$ cat config.mk
export PLATFORM = sky130hd
export DESIGN_NAME = irq_controller
export DESIGN_NICKNAME = d
export VERILOG_FILES = /design/src/rtl/irq_pkg.sv /design/src/rtl/irq_timer.sv /design/src/rtl/irq_controller.sv
export SDC_FILE = /design/constraint.sdc
export NUM_CORES = 1
export LEC_CHECK = 0
export CAP_MARGIN = 20
export CORE_UTILIZATION = 45
export CTS_CLUSTER_SIZE = 28
export DETAILED_ROUTE_END_ITERATION = 8
export PLACE_DENSITY_LB_ADDON = 0.15
export SYNTH_ARGS = -nofsm -noshare
export SYNTH_HDL_FRONTEND = slang
export SYNTH_HIERARCHICAL = 1
export SYNTH_SLANG_ARGS = --single-unit
$ cat constraint.sdc
create_clock -name i_clk -period 4 [get_ports i_clk]
set_input_delay 0.8 -clock i_clk [delete_from_list [all_inputs] [get_ports i_clk]]
set_output_delay 0.8 -clock i_clk [all_outputs]
set_load 0.01 [all_outputs]
$ cat src/rtl/irq_pkg.sv
// rtl/irq_pkg.sv - shared register map, cause codes and FSM states for the interrupt controller
package irq_pkg;

  localparam logic [4:0] ADDR_MSIP        = 5'h00;
  localparam logic [4:0] ADDR_MTIMECMP_LO = 5'h04;
  localparam logic [4:0] ADDR_MTIMECMP_HI = 5'h08;
  localparam logic [4:0] ADDR_MTIME_LO    = 5'h0C;
  localparam logic [4:0] ADDR_MTIME_HI    = 5'h10;
  localparam logic [4:0] ADDR_EXTPEND     = 5'h14;
  localparam logic [4:0] ADDR_ENABLE      = 5'h18;

  localparam logic [3:0] CAUSE_MSI = 4'd3;
  localparam logic [3:0] CAUSE_MTI = 4'd7;
  localparam logic [3:0] CAUSE_MEI = 4'd11;

  localparam int EN_MSIE_BIT = 3;
  localparam int EN_MTIE_BIT = 7;
  localparam int EN_MEIE_BIT = 11;

  typedef enum logic [1:0] {
    IDLE    = 2'd0,
    REQ     = 2'd1,
    SERVICE = 2'd2
  } irq_state_e;

  // mcause for a machine interrupt: interrupt flag in bit 31, code in the low nibble
  function automatic logic [31:0] make_cause(input logic [3:0] code);
    return {1'b1, 27'd0, code};
  endfunction

endpackage

$ cat src/rtl/irq_timer.sv
// rtl/irq_timer.sv - prescaled 64-bit mtime, mtimecmp registers and the MTIP compare
module irq_timer
  import irq_pkg::*;
#(
  parameter int TICK_DIV = 1
) (
  input  logic        i_clk,
  input  logic        i_reset_x,
  input  logic        i_bus_we,
  input  logic [4:0]  i_bus_addr,
  input  logic [31:0] i_bus_wdata,
  output logic [63:0] o_mtime,
  output logic [63:0] o_mtimecmp,
  output logic        o_mtip
);

  localparam int PW = (TICK_DIV > 1) ? $clog2(TICK_DIV) : 1;
  localparam logic [PW-1:0] PRESC_LAST = PW'(TICK_DIV - 1);

  logic [PW-1:0] r_presc;
  logic [63:0]   r_mtime;
  logic [63:0]   r_mtimecmp;
  logic          w_tick;

  assign w_tick = (r_presc == PRESC_LAST);

  always_ff @(posedge i_clk) begin
    if (!i_reset_x) begin
      r_presc    <= '0;
      r_mtime    <= '0;
      r_mtimecmp <= '1;
    end else begin
      r_presc <= w_tick ? '0 : r_presc + PW'(1);
      // a software write to either mtime half takes precedence over the tick
      if (i_bus_we && i_bus_addr == ADDR_MTIME_LO) begin
        r_mtime[31:0] <= i_bus_wdata;
      end else if (i_bus_we && i_bus_addr == ADDR_MTIME_HI) begin
        r_mtime[63:32] <= i_bus_wdata;
      end else if (w_tick) begin
        r_mtime <= r_mtime + 64'd1;
      end
      if (i_bus_we && i_bus_addr == ADDR_MTIMECMP_LO) begin
        r_mtimecmp[31:0] <= i_bus_wdata;
      end
      if (i_bus_we && i_bus_addr == ADDR_MTIMECMP_HI) begin
        r_mtimecmp[63:32] <= i_bus_wdata;
      end
    end
  end

  assign o_mtime    = r_mtime;
  assign o_mtimecmp = r_mtimecmp;
  assign o_mtip     = (r_mtime >= r_mtimecmp);

endmodule

$ cat src/rtl/irq_controller.sv
// rtl/irq_controller.sv - machine-mode interrupt sources, fixed-priority arbitration and req/ack/mret tracking
module irq_controller
  import irq_pkg::*;
#(
  parameter int N_EXT    = 4,
  parameter int TICK_DIV = 1
) (
  input  logic             i_clk,
  input  logic             i_reset_x,
  input  logic             i_bus_we,
  input  logic             i_bus_re,
  input  logic [4:0]       i_bus_addr,
  input  logic [31:0]      i_bus_wdata,
  output logic [31:0]      o_bus_rdata,
  input  logic [N_EXT-1:0] i_ext_irq,
  input  logic             i_mie_global,
  input  logic             i_irq_ack,
  input  logic             i_mret,
  output logic             o_irq_req,
  output logic [31:0]      o_irq_cause
);

  logic [63:0]      w_mtime;
  logic [63:0]      w_mtimecmp;
  logic             w_mtip;
  logic             r_msip;
  logic             r_msie;
  logic             r_mtie;
  logic             r_meie;
  logic [N_EXT-1:0] r_ext_q;
  logic [N_EXT-1:0] r_ext_prev;
  logic [N_EXT-1:0] r_extpend;
  logic [N_EXT-1:0] w_ext_edge;
  logic [N_EXT-1:0] w_ext_clr;
  logic [31:0]      r_rdata;
  logic [31:0]      w_rd_val;
  logic [31:0]      r_cause;
  logic [31:0]      w_cause_next;
  irq_state_e       r_state;
  irq_state_e       w_state_next;
  logic             w_mei;
  logic             w_msi;
  logic             w_mti;
  logic             w_any;
  logic             w_latched_elig;
  logic [3:0]       w_top_code;

  irq_timer #(
    .TICK_DIV(TICK_DIV)
  ) u_timer (
    .i_clk      (i_clk),
    .i_reset_x  (i_reset_x),
    .i_bus_we   (i_bus_we),
    .i_bus_addr (i_bus_addr),
    .i_bus_wdata(i_bus_wdata),
    .o_mtime    (w_mtime),
    .o_mtimecmp (w_mtimecmp),
    .o_mtip     (w_mtip)
  );

  // a fresh edge is OR-ed in after the clear so it survives a simultaneous W1C
  assign w_ext_edge = r_ext_q & ~r_ext_prev;
  assign w_ext_clr  = (i_bus_we && i_bus_addr == ADDR_EXTPEND) ? i_bus_wdata[N_EXT-1:0] : '0;

  always_ff @(posedge i_clk) begin
    if (!i_reset_x) begin
      r_ext_q    <= '0;
      r_ext_prev <= '0;
      r_extpend  <= '0;
      r_msip     <= 1'b0;
      r_msie     <= 1'b0;
      r_mtie     <= 1'b0;
      r_meie     <= 1'b0;
      r_rdata    <= '0;
    end else begin
      r_ext_q    <= i_ext_irq;
      r_ext_prev <= r_ext_q;
      r_extpend  <= (r_extpend & ~w_ext_clr) | w_ext_edge;
      if (i_bus_we && i_bus_addr == ADDR_MSIP) begin
        r_msip <= i_bus_wdata[0];
      end
      if (i_bus_we && i_bus_addr == ADDR_ENABLE) begin
        r_msie <= i_bus_wdata[EN_MSIE_BIT];
        r_mtie <= i_bus_wdata[EN_MTIE_BIT];
        r_meie <= i_bus_wdata[EN_MEIE_BIT];
      end
      if (i_bus_re) begin
        r_rdata <= w_rd_val;
      end
    end
  end

  always_comb begin
    w_rd_val = '0;
    case (i_bus_addr)
      ADDR_MSIP:        w_rd_val[0] = r_msip;
      ADDR_MTIMECMP_LO: w_rd_val = w_mtimecmp[31:0];
      ADDR_MTIMECMP_HI: w_rd_val = w_mtimecmp[63:32];
      ADDR_MTIME_LO:    w_rd_val = w_mtime[31:0];
      ADDR_MTIME_HI:    w_rd_val = w_mtime[63:32];
      ADDR_EXTPEND:     w_rd_val[N_EXT-1:0] = r_extpend;
      ADDR_ENABLE: begin
        w_rd_val[EN_MSIE_BIT] = r_msie;
        w_rd_val[EN_MTIE_BIT] = r_mtie;
        w_rd_val[EN_MEIE_BIT] = r_meie;
      end
      default: ;
    endcase
  end

  assign w_mei = (|r_extpend) & r_meie;
  assign w_msi = r_msip & r_msie;
  assign w_mti = w_mtip & r_mtie;
  assign w_any = i_mie_global & (w_mei | w_msi | w_mti);

  always_comb begin
    w_top_code = CAUSE_MTI;
    if (w_mei) begin
      w_top_code = CAUSE_MEI;
    end else if (w_msi) begin
      w_top_code = CAUSE_MSI;
    end
  end

  always_comb begin
    w_latched_elig = 1'b0;
    case (r_cause[3:0])
      CAUSE_MEI: w_latched_elig = w_mei;
      CAUSE_MSI: w_latched_elig = w_msi;
      CAUSE_MTI: w_latched_elig = w_mti;
      default:   w_latched_elig = 1'b0;
    endcase
  end

  // the cause is captured only on IDLE->REQ; a later higher-priority source waits for re-arbitration
  always_comb begin
    w_state_next = r_state;
    w_cause_next = r_cause;
    case (r_state)
      IDLE: begin
        if (w_any) begin
          w_state_next = REQ;
          w_cause_next = make_cause(w_top_code);
        end
      end
      REQ: begin
        if (i_irq_ack) begin
          w_state_next = SERVICE;
        end else if (!w_latched_elig) begin
          w_state_next = IDLE;
        end
      end
      SERVICE: begin
        if (i_mret) begin
          w_state_next = IDLE;
        end
      end
      default: w_state_next = IDLE;
    endcase
  end

  always_ff @(posedge i_clk) begin
    if (!i_reset_x) begin
      r_state <= IDLE;
      r_cause <= '0;
    end else begin
      r_state <= w_state_next;
      r_cause <= w_cause_next;
    end
  end

  assign o_irq_req   = (r_state == REQ);
  assign o_irq_cause = r_cause;
  assign o_bus_rdata = r_rdata;

endmodule

### Word-level counts from Yosys, hierarchy flattened

Cells that the tools add are included.

* register bits after elaboration: 184
* input port bits: 48
* word-level logic and storage cells: 83

* add/subtract/negate cells: 2
* magnitude comparators: 1
* equality and inequality tests: 17
* muxes and demuxes: 21
* bitwise logic cells: 12
* reduce and logical (&&, ||, !) cells: 15

Operators by type and width (number)
* $mux W32: 3
* $pmux W20 S4: 1
* $add A64 B1 Y64 const B: 1
* $ge A64 B64 Y1: 1
* $mux W64: 1
* $pmux W3 S4: 2
* $eq A5 B5 Y1 const B: 3
* $pmux W1 S6: 2
* $eq A5 B4 Y1 const B: 2
* $pmux W1 S5: 2
* $pmux W2 S5: 1
* $and A4 B4 Y4: 2
* $mux W2: 4
* $mux W4: 2
* $ne A2 B2 Y1 const B: 4
* $not A4 Y4: 2
* $reduce_and A2 Y1: 4
* $logic_and A1 B1 Y1: 7
* $pmux W2 S3: 1
* $eq A5 B3 Y1 const B: 1
* $logic_not A5 Y1: 1
* $and A1 B1 Y1: 4
* $eq A4 B2 Y1 const B: 1
* $eq A4 B3 Y1 const B: 1
* other kinds (14): 15

### Depth between registers and ports, before layout

* depth after elaboration: 7
* depth in mapped cells: 12
* gate-level depth less buffers: 12

### Hierarchy

The synthesis kept the hierarchy.

By module, submodules not included
* irq_timer: instances 1, cells an instance 1014, area each 7950.1 µm²
* irq_controller: instances 1, cells an instance 330, area each 3080.5 µm²

### Worst setup path after synthesis

No wires, ideal clock.

* kind: input to register
* start: input i_bus_we
* end: register u_timer.r_mtime[55] (netlist: u_timer/o_mtime[55])
* setup time: 0.074 ns
* arrival: 2.406 ns
* data required time: 3.926 ns
* path slack: 1.520 ns
* stages: 7
* cell sequence: nor4b_2 -> and3_1 -> buf_4 -> or3_1 -> buf_2 -> or4_1 -> a31oi_1

* word-level cells in the longest chain between the ends: 3
* elaborated cells between the ends (all ways): 6
* classes of those cells: eq/ne (1); mux (1); bitwise (1); reduce/logical (3)

Ends and longest elaborated chain
* from (decl): line irq_controller.sv:10 `input logic i_bus_we,`
* $logic_and A1 B1 Y1 (on tied branches): line irq_timer.sv:37, irq_timer.sv:35
* $ne A2 B2 Y1 (no line) or $not A1 Y1 (tied branches)
* $reduce_and A2 Y1 (no line)
* to (signal assigned): line irq_timer.sv:38 `r_mtime[63:32] <= i_bus_wdata;`
* to (signal assigned): line irq_timer.sv:40 `r_mtime <= r_mtime + 64'd1;`
* to (decl): line irq_timer.sv:21 `logic [63:0] r_mtime;`

Parallel ways exist; a longest one is shown, timed or not.
A chain may end at the register's enable or synchronous reset.

### Final worst setup path

* start: register u_timer.r_mtime[58] (netlist: u_timer/o_mtime[58])
* end: register r_state[0]

* word-level cells in the longest chain between the ends: 6
* elaborated cells between the ends (all ways): 8
* classes of those cells: order compare (1); eq/ne (2); mux (1); bitwise (3); reduce/logical (1)

Ends and longest elaborated chain
* $ge A64 B64 Y1 *: line irq_timer.sv:53 `assign o_mtip = (r_mtime >= r_mtimecmp);`
* via w_mtip: line irq_controller.sv:25 `logic w_mtip;`
* $and A1 B1 Y1 *: line irq_controller.sv:113 `assign w_mti = w_mtip & r_mtie;`
* $or A1 B1 Y1: line irq_controller.sv:114 `assign w_any = i_mie_global & (w_mei | w_msi | w_mti);`
* $and A1 B1 Y1: line irq_controller.sv:114
* $ne A2 B2 Y1 (no line)
* $reduce_and A3 Y1 (no line) *
* to (signal assigned): line irq_controller.sv:167 `r_state <= w_state_next;`
* to (decl): line irq_controller.sv:39 `irq_state_e r_state;`

The timed path passes the listed nets; every way through them passes the cells marked *.

==> impl_metrics.py <==
metrics = {
    "outcome": {
        "result_of_the_run": "completed",
    },
    "global_route": {
        "antenna_violations_before_repair": 0,
        "grt-ovfl-total": 0,
        "first_pass_grt_wire_length_mm": 56.5,
        "maximum_number_of_pins_on_one_net_before_global_route_repair": 66,
        "vias_in_the_first_global_route": 9853,
        "grt_use_total_pct": 29.4,
    },
    "critical_path": {
        "cp_top_family": "simple AND/OR/NAND/NOR gates",
        "crit_path_max_fanout": 9,
        "worst_setup_path_start_kind": "flip-flop",
        "path_class": "flip-flop to flip-flop",
        "critPathMostFrequentCell": "sky130_fd_sc_hd__nand2_1",
        "cell_chain_of_the_critical_path": "ha_1 -> nand4_1 -> nor4_1 -> nand2_1 -> nor2_1 -> nand2_1 -> o21ai_0 -> nand2_1 -> and2_1 -> a21oi_1 -> o2bb2ai_1",
        "cp-end-kind": "flip-flop",
        "cpMaxStageDelayCell": "sky130_fd_sc_hd__nor4_1",
        "worst-endpoint-required_ns": 4.39,
        "slowest_delay_ns": 0.66,
        "worstPathArrival_ns": 3.57,
        "crit_buf_inv": 0,
    },
    "floorplan": {
        "initial_core_util_pct": 46.4,
        "num_io_pins": 113,
        "placement_rows": 56,
        "die_area_sq_mm": 0.0251,
        "core_area_sq_mm": 0.0238,
        "die_x_microns": 159,
        "chipHeight_microns": 159,
    },
    "clocking": {
        "tritoncts_clock_tree": "done",
        "clock-sinks": 182,
        "cts_hold_buffers": 0,
        "tritoncts.num_buffers": 17,
        "worst_skew_pair.late_latency_ns": 0.45,
        "cts.path.max_buffers": 2,
        "ctsHtreeMaxLevel": 4,
        "cts_repair_resize_count": 0,
        "postCtsSetupBuffers": 0,
        "clock_transition_at_the_register_clock_pins_on_the_worst_setup_and_hold_paths_after_cts_ns": 0.08,
        "clock_tree.root_cell": "sky130_fd_sc_hd__clkbuf_16",
    },
    "drt": {
        "met3_wirelength_mm": 2.27,
        "postRouteWirelength_mm": 35.7,
        "drt-initial-drc-count": 1180,
        "post_drt_wl_per_cell_microns": 20.7,
        "route.vias.total": 10700,
        "wl_met1_mm": 16.0,
        "drt.antenna.violating_nets": 0,
        "avgViaCountPerCell": 6.19,
        "routed-wl-met2_mm": 16.4,
        "drcViolationCount": 0,
        "maxUsedRoutingLayer": "met4",
        "detail_route.first_pass.iterations": 6,
    },
    "place": {
        "pre_cts_slack_ns": 0.551,
        "dp.final_hpwl_mm": 25.9,
        "gpl.final_weighted_congestion": 0.930,
        "portBuffers": 85,
    },
    "final_layout": {
        "multi_input_area_sq_mm": 0.00659,
        "final.fill_count": 2286,
        "area_growth_pct": 14.6,
        "insertedDiodeCount": 0,
        "post_route_cells_drive_above_1_share_pct": 8.74,
        "nets": 1508,
        "ff_latch_area_sq_mm": 0.00364,
    },
    "yosys": {
        "synth_cell_types": 76,
        "synth_edf_count": 0,
        "ys_ff_latch": 182,
        "asyncSetResetFlopFracSynth_pct": 0,
        "yosys_most_used_dff": "sky130_fd_sc_hd__dfxtp_1",
        "mappedNetlistArea_sq_mm": 0.0110,
        "synthTopCellsByArea": "sky130_fd_sc_hd__dfxtp_1, sky130_fd_sc_hd__ha_1, sky130_fd_sc_hd__nand2_1",
        "cell_accounting_for_the_most_synthesized_area": "sky130_fd_sc_hd__dfxtp_1",
        "synth_sequential_area_ratio_pct": 33.0,
        "yosysWarningCount": 6,
        "post-synth-top-area-fraction_pct": 33.0,
        "synthesis.area_per_instance_sq_um": 8.21,
        "postSynthCellCount": 1344,
    },
    "timing": {
        "finalCriticalPeriod_ns": 3.18,
        "slew_headroom_pct": 33.1,
        "rsz0062_at_grt": "no",
        "worst-slew-pin-transition_ns": 1.00,
        "fin_hold_ws_ns": 0.451,
        "timing_max_transition_violations_final": 0,
        "report.final.setup_viol": 0,
        "max_clock_freq_mhz": 314,
        "worst_slack_ns": 0.817,
        "final_setup_tns_ns": 0,
        "post-route-period-util_pct": 79.6,
        "final-hold-violation-count": 0,
        "skew_ns": 0.0126,
    },
    "hold_path": {
        "min-delay-path-class": "flip-flop to flip-flop",
    },
    "power": {
        "worst_ir_drop_vdd_v": 0.000207,
        "cellLeakagePower_nw": 5.05,
        "p_per_area_mw_per_mm2": 311,
    },
    "run": {
        "maxCapViolations": 0,
    },
}
-- cell usage after synthesis, types with 9 or more instances --
| cell | number |
|---|---|
| sky130_fd_sc_hd__a22o_1 | 10 |
| sky130_fd_sc_hd__a21o_1 | 11 |
| sky130_fd_sc_hd__and3_1 | 25 |
| sky130_fd_sc_hd__nor2b_1 | 11 |
| sky130_fd_sc_hd__o21a_1 | 9 |
| sky130_fd_sc_hd__nand3_1 | 47 |
| sky130_fd_sc_hd__a21boi_0 | 9 |
| sky130_fd_sc_hd__o31ai_1 | 10 |
| sky130_fd_sc_hd__o221ai_2 | 20 |
| sky130_fd_sc_hd__ha_1 | 65 |
| sky130_fd_sc_hd__and2_1 | 18 |
| sky130_fd_sc_hd__or4_1 | 11 |
| sky130_fd_sc_hd__or3_1 | 9 |
| sky130_fd_sc_hd__a21oi_1 | 60 |
| sky130_fd_sc_hd__a221oi_1 | 10 |
| sky130_fd_sc_hd__nor2_1 | 60 |
| sky130_fd_sc_hd__a22oi_1 | 81 |
| sky130_fd_sc_hd__dfxtp_1 | 182 |
| sky130_fd_sc_hd__buf_4 | 39 |
| sky130_fd_sc_hd__clkbuf_1 | 53 |
| sky130_fd_sc_hd__inv_1 | 68 |
| sky130_fd_sc_hd__a31oi_1 | 32 |
| sky130_fd_sc_hd__nor3_1 | 18 |
| sky130_fd_sc_hd__and4_1 | 9 |
| sky130_fd_sc_hd__o211ai_1 | 71 |
| sky130_fd_sc_hd__buf_2 | 17 |
| sky130_fd_sc_hd__nand4_1 | 35 |
| sky130_fd_sc_hd__nand2_1 | 194 |
| sky130_fd_sc_hd__o21ai_0 | 49 |
-- stage by stage --
stage	power, W	std cells	cell area [sq um]	util, %
floorplan	0.00211	1370	11100	-
global placement	0.00225	1695	12100	50.8
detailed placement	0.00225	1695	12100	50.8
CTS	0.00396	1727	12600	53.2
global route	0.00406	1727	12600	53.2
finish	0.00393	1727	12600	53.2
-- path summary, 6_finish.rpt --
check                      start       endpoint  slack, ns  depth (start not counted)
max          u_timer/o_mtime[58]     r_state[0]       0.82                         11
min                   r_ext_q[2]  r_ext_prev[2]       0.45                          1
max reg2reg  u_timer/o_mtime[58]     r_state[0]       0.82                         11
min reg2reg           r_ext_q[2]  r_ext_prev[2]       0.45                          1
-- where the power goes --
part / total [W] / switching (W) / internal (W)
logic: 0.000340 / 0.000214 / 0.000126
registers: 0.00188 / 0.0000355 / 0.00184
clock network: 0.00171 / 0.000874 / 0.000839
total: 0.00393 / 0.00112 / 0.00280
-- per-layer routing --
metal / vias to the layer above / track usage, %
met5: - / 0
met4: 0 / 10.6
met3: 66 / 4.33
met2: 449 / 47.5
met1: 5087 / 39.8
li1: 5084 / -
-- cell families after synthesis --
family                     count (synthesis)  synth area share, %
AOI/OAI and AO/OA                        420                 27.7
and+or+nand+nor                          481                 22.7
buffers and inverters                    187                 8.45
muxes                                      6                0.544
adders and majority gates                 65                 7.37
DFF                                      182                 33.0
other                                      2               0.0681
xor gates and xnor gates                   1               0.0794
-- layout make-up --
cell class	instances	share of cell area, %
Timing Repair Buffer	125	9.29
Inverter	68	2.02
Clock buffer	17	3.37
Clock inverter	15	1.25
Multi-Input combinational cell	1001	52.1
Sequential cell	182	28.8
Tap cell	319	3.16
-- worst register-to-register path, delay by kind of cell, from the launching register on --
family                     cells  cell delay (ns)
DFF                            1             0.42
and+or+nand+nor                7             1.54
AOI/OAI and AO/OA              3             0.77
adders and majority gates      1             0.39
-- registers in the layout, indices dropped and copies added, names as in the netlist --
signal              flops
u_timer/o_mtime        64
r_msie                  1
r_ext_q                 4
r_state                 2
r_msip                  1
o_bus_rdata            32
r_mtie                  1
u_timer/o_mtimecmp     64
r_meie                  1
r_ext_prev              4
u_timer/r_presc         1
r_extpend               4
o_irq_cause             3
-- cell usage in the layout (no fill, tap or decap), types with 20 or more instances in the layout --
cell,netlist,routed
sky130_fd_sc_hd__nor2_1,60,58
sky130_fd_sc_hd__a21oi_1,60,59
sky130_fd_sc_hd__nand4_1,35,35
sky130_fd_sc_hd__nand2_1,194,194
sky130_fd_sc_hd__dfxtp_1,182,182
sky130_fd_sc_hd__a22oi_1,81,81
sky130_fd_sc_hd__o221ai_2,20,20
sky130_fd_sc_hd__clkdlybuf4s50_1,0,84
sky130_fd_sc_hd__inv_1,68,68
sky130_fd_sc_hd__a31oi_1,32,32
sky130_fd_sc_hd__o21ai_0,49,49
sky130_fd_sc_hd__nand3_1,47,47
sky130_fd_sc_hd__ha_1,65,65
sky130_fd_sc_hd__and3_1,25,24
sky130_fd_sc_hd__buf_4,39,39
sky130_fd_sc_hd__o211ai_1,71,71
sky130_fd_sc_hd__conb_1,2,28
No activity file was read; power rests on OpenSTA's default activity.
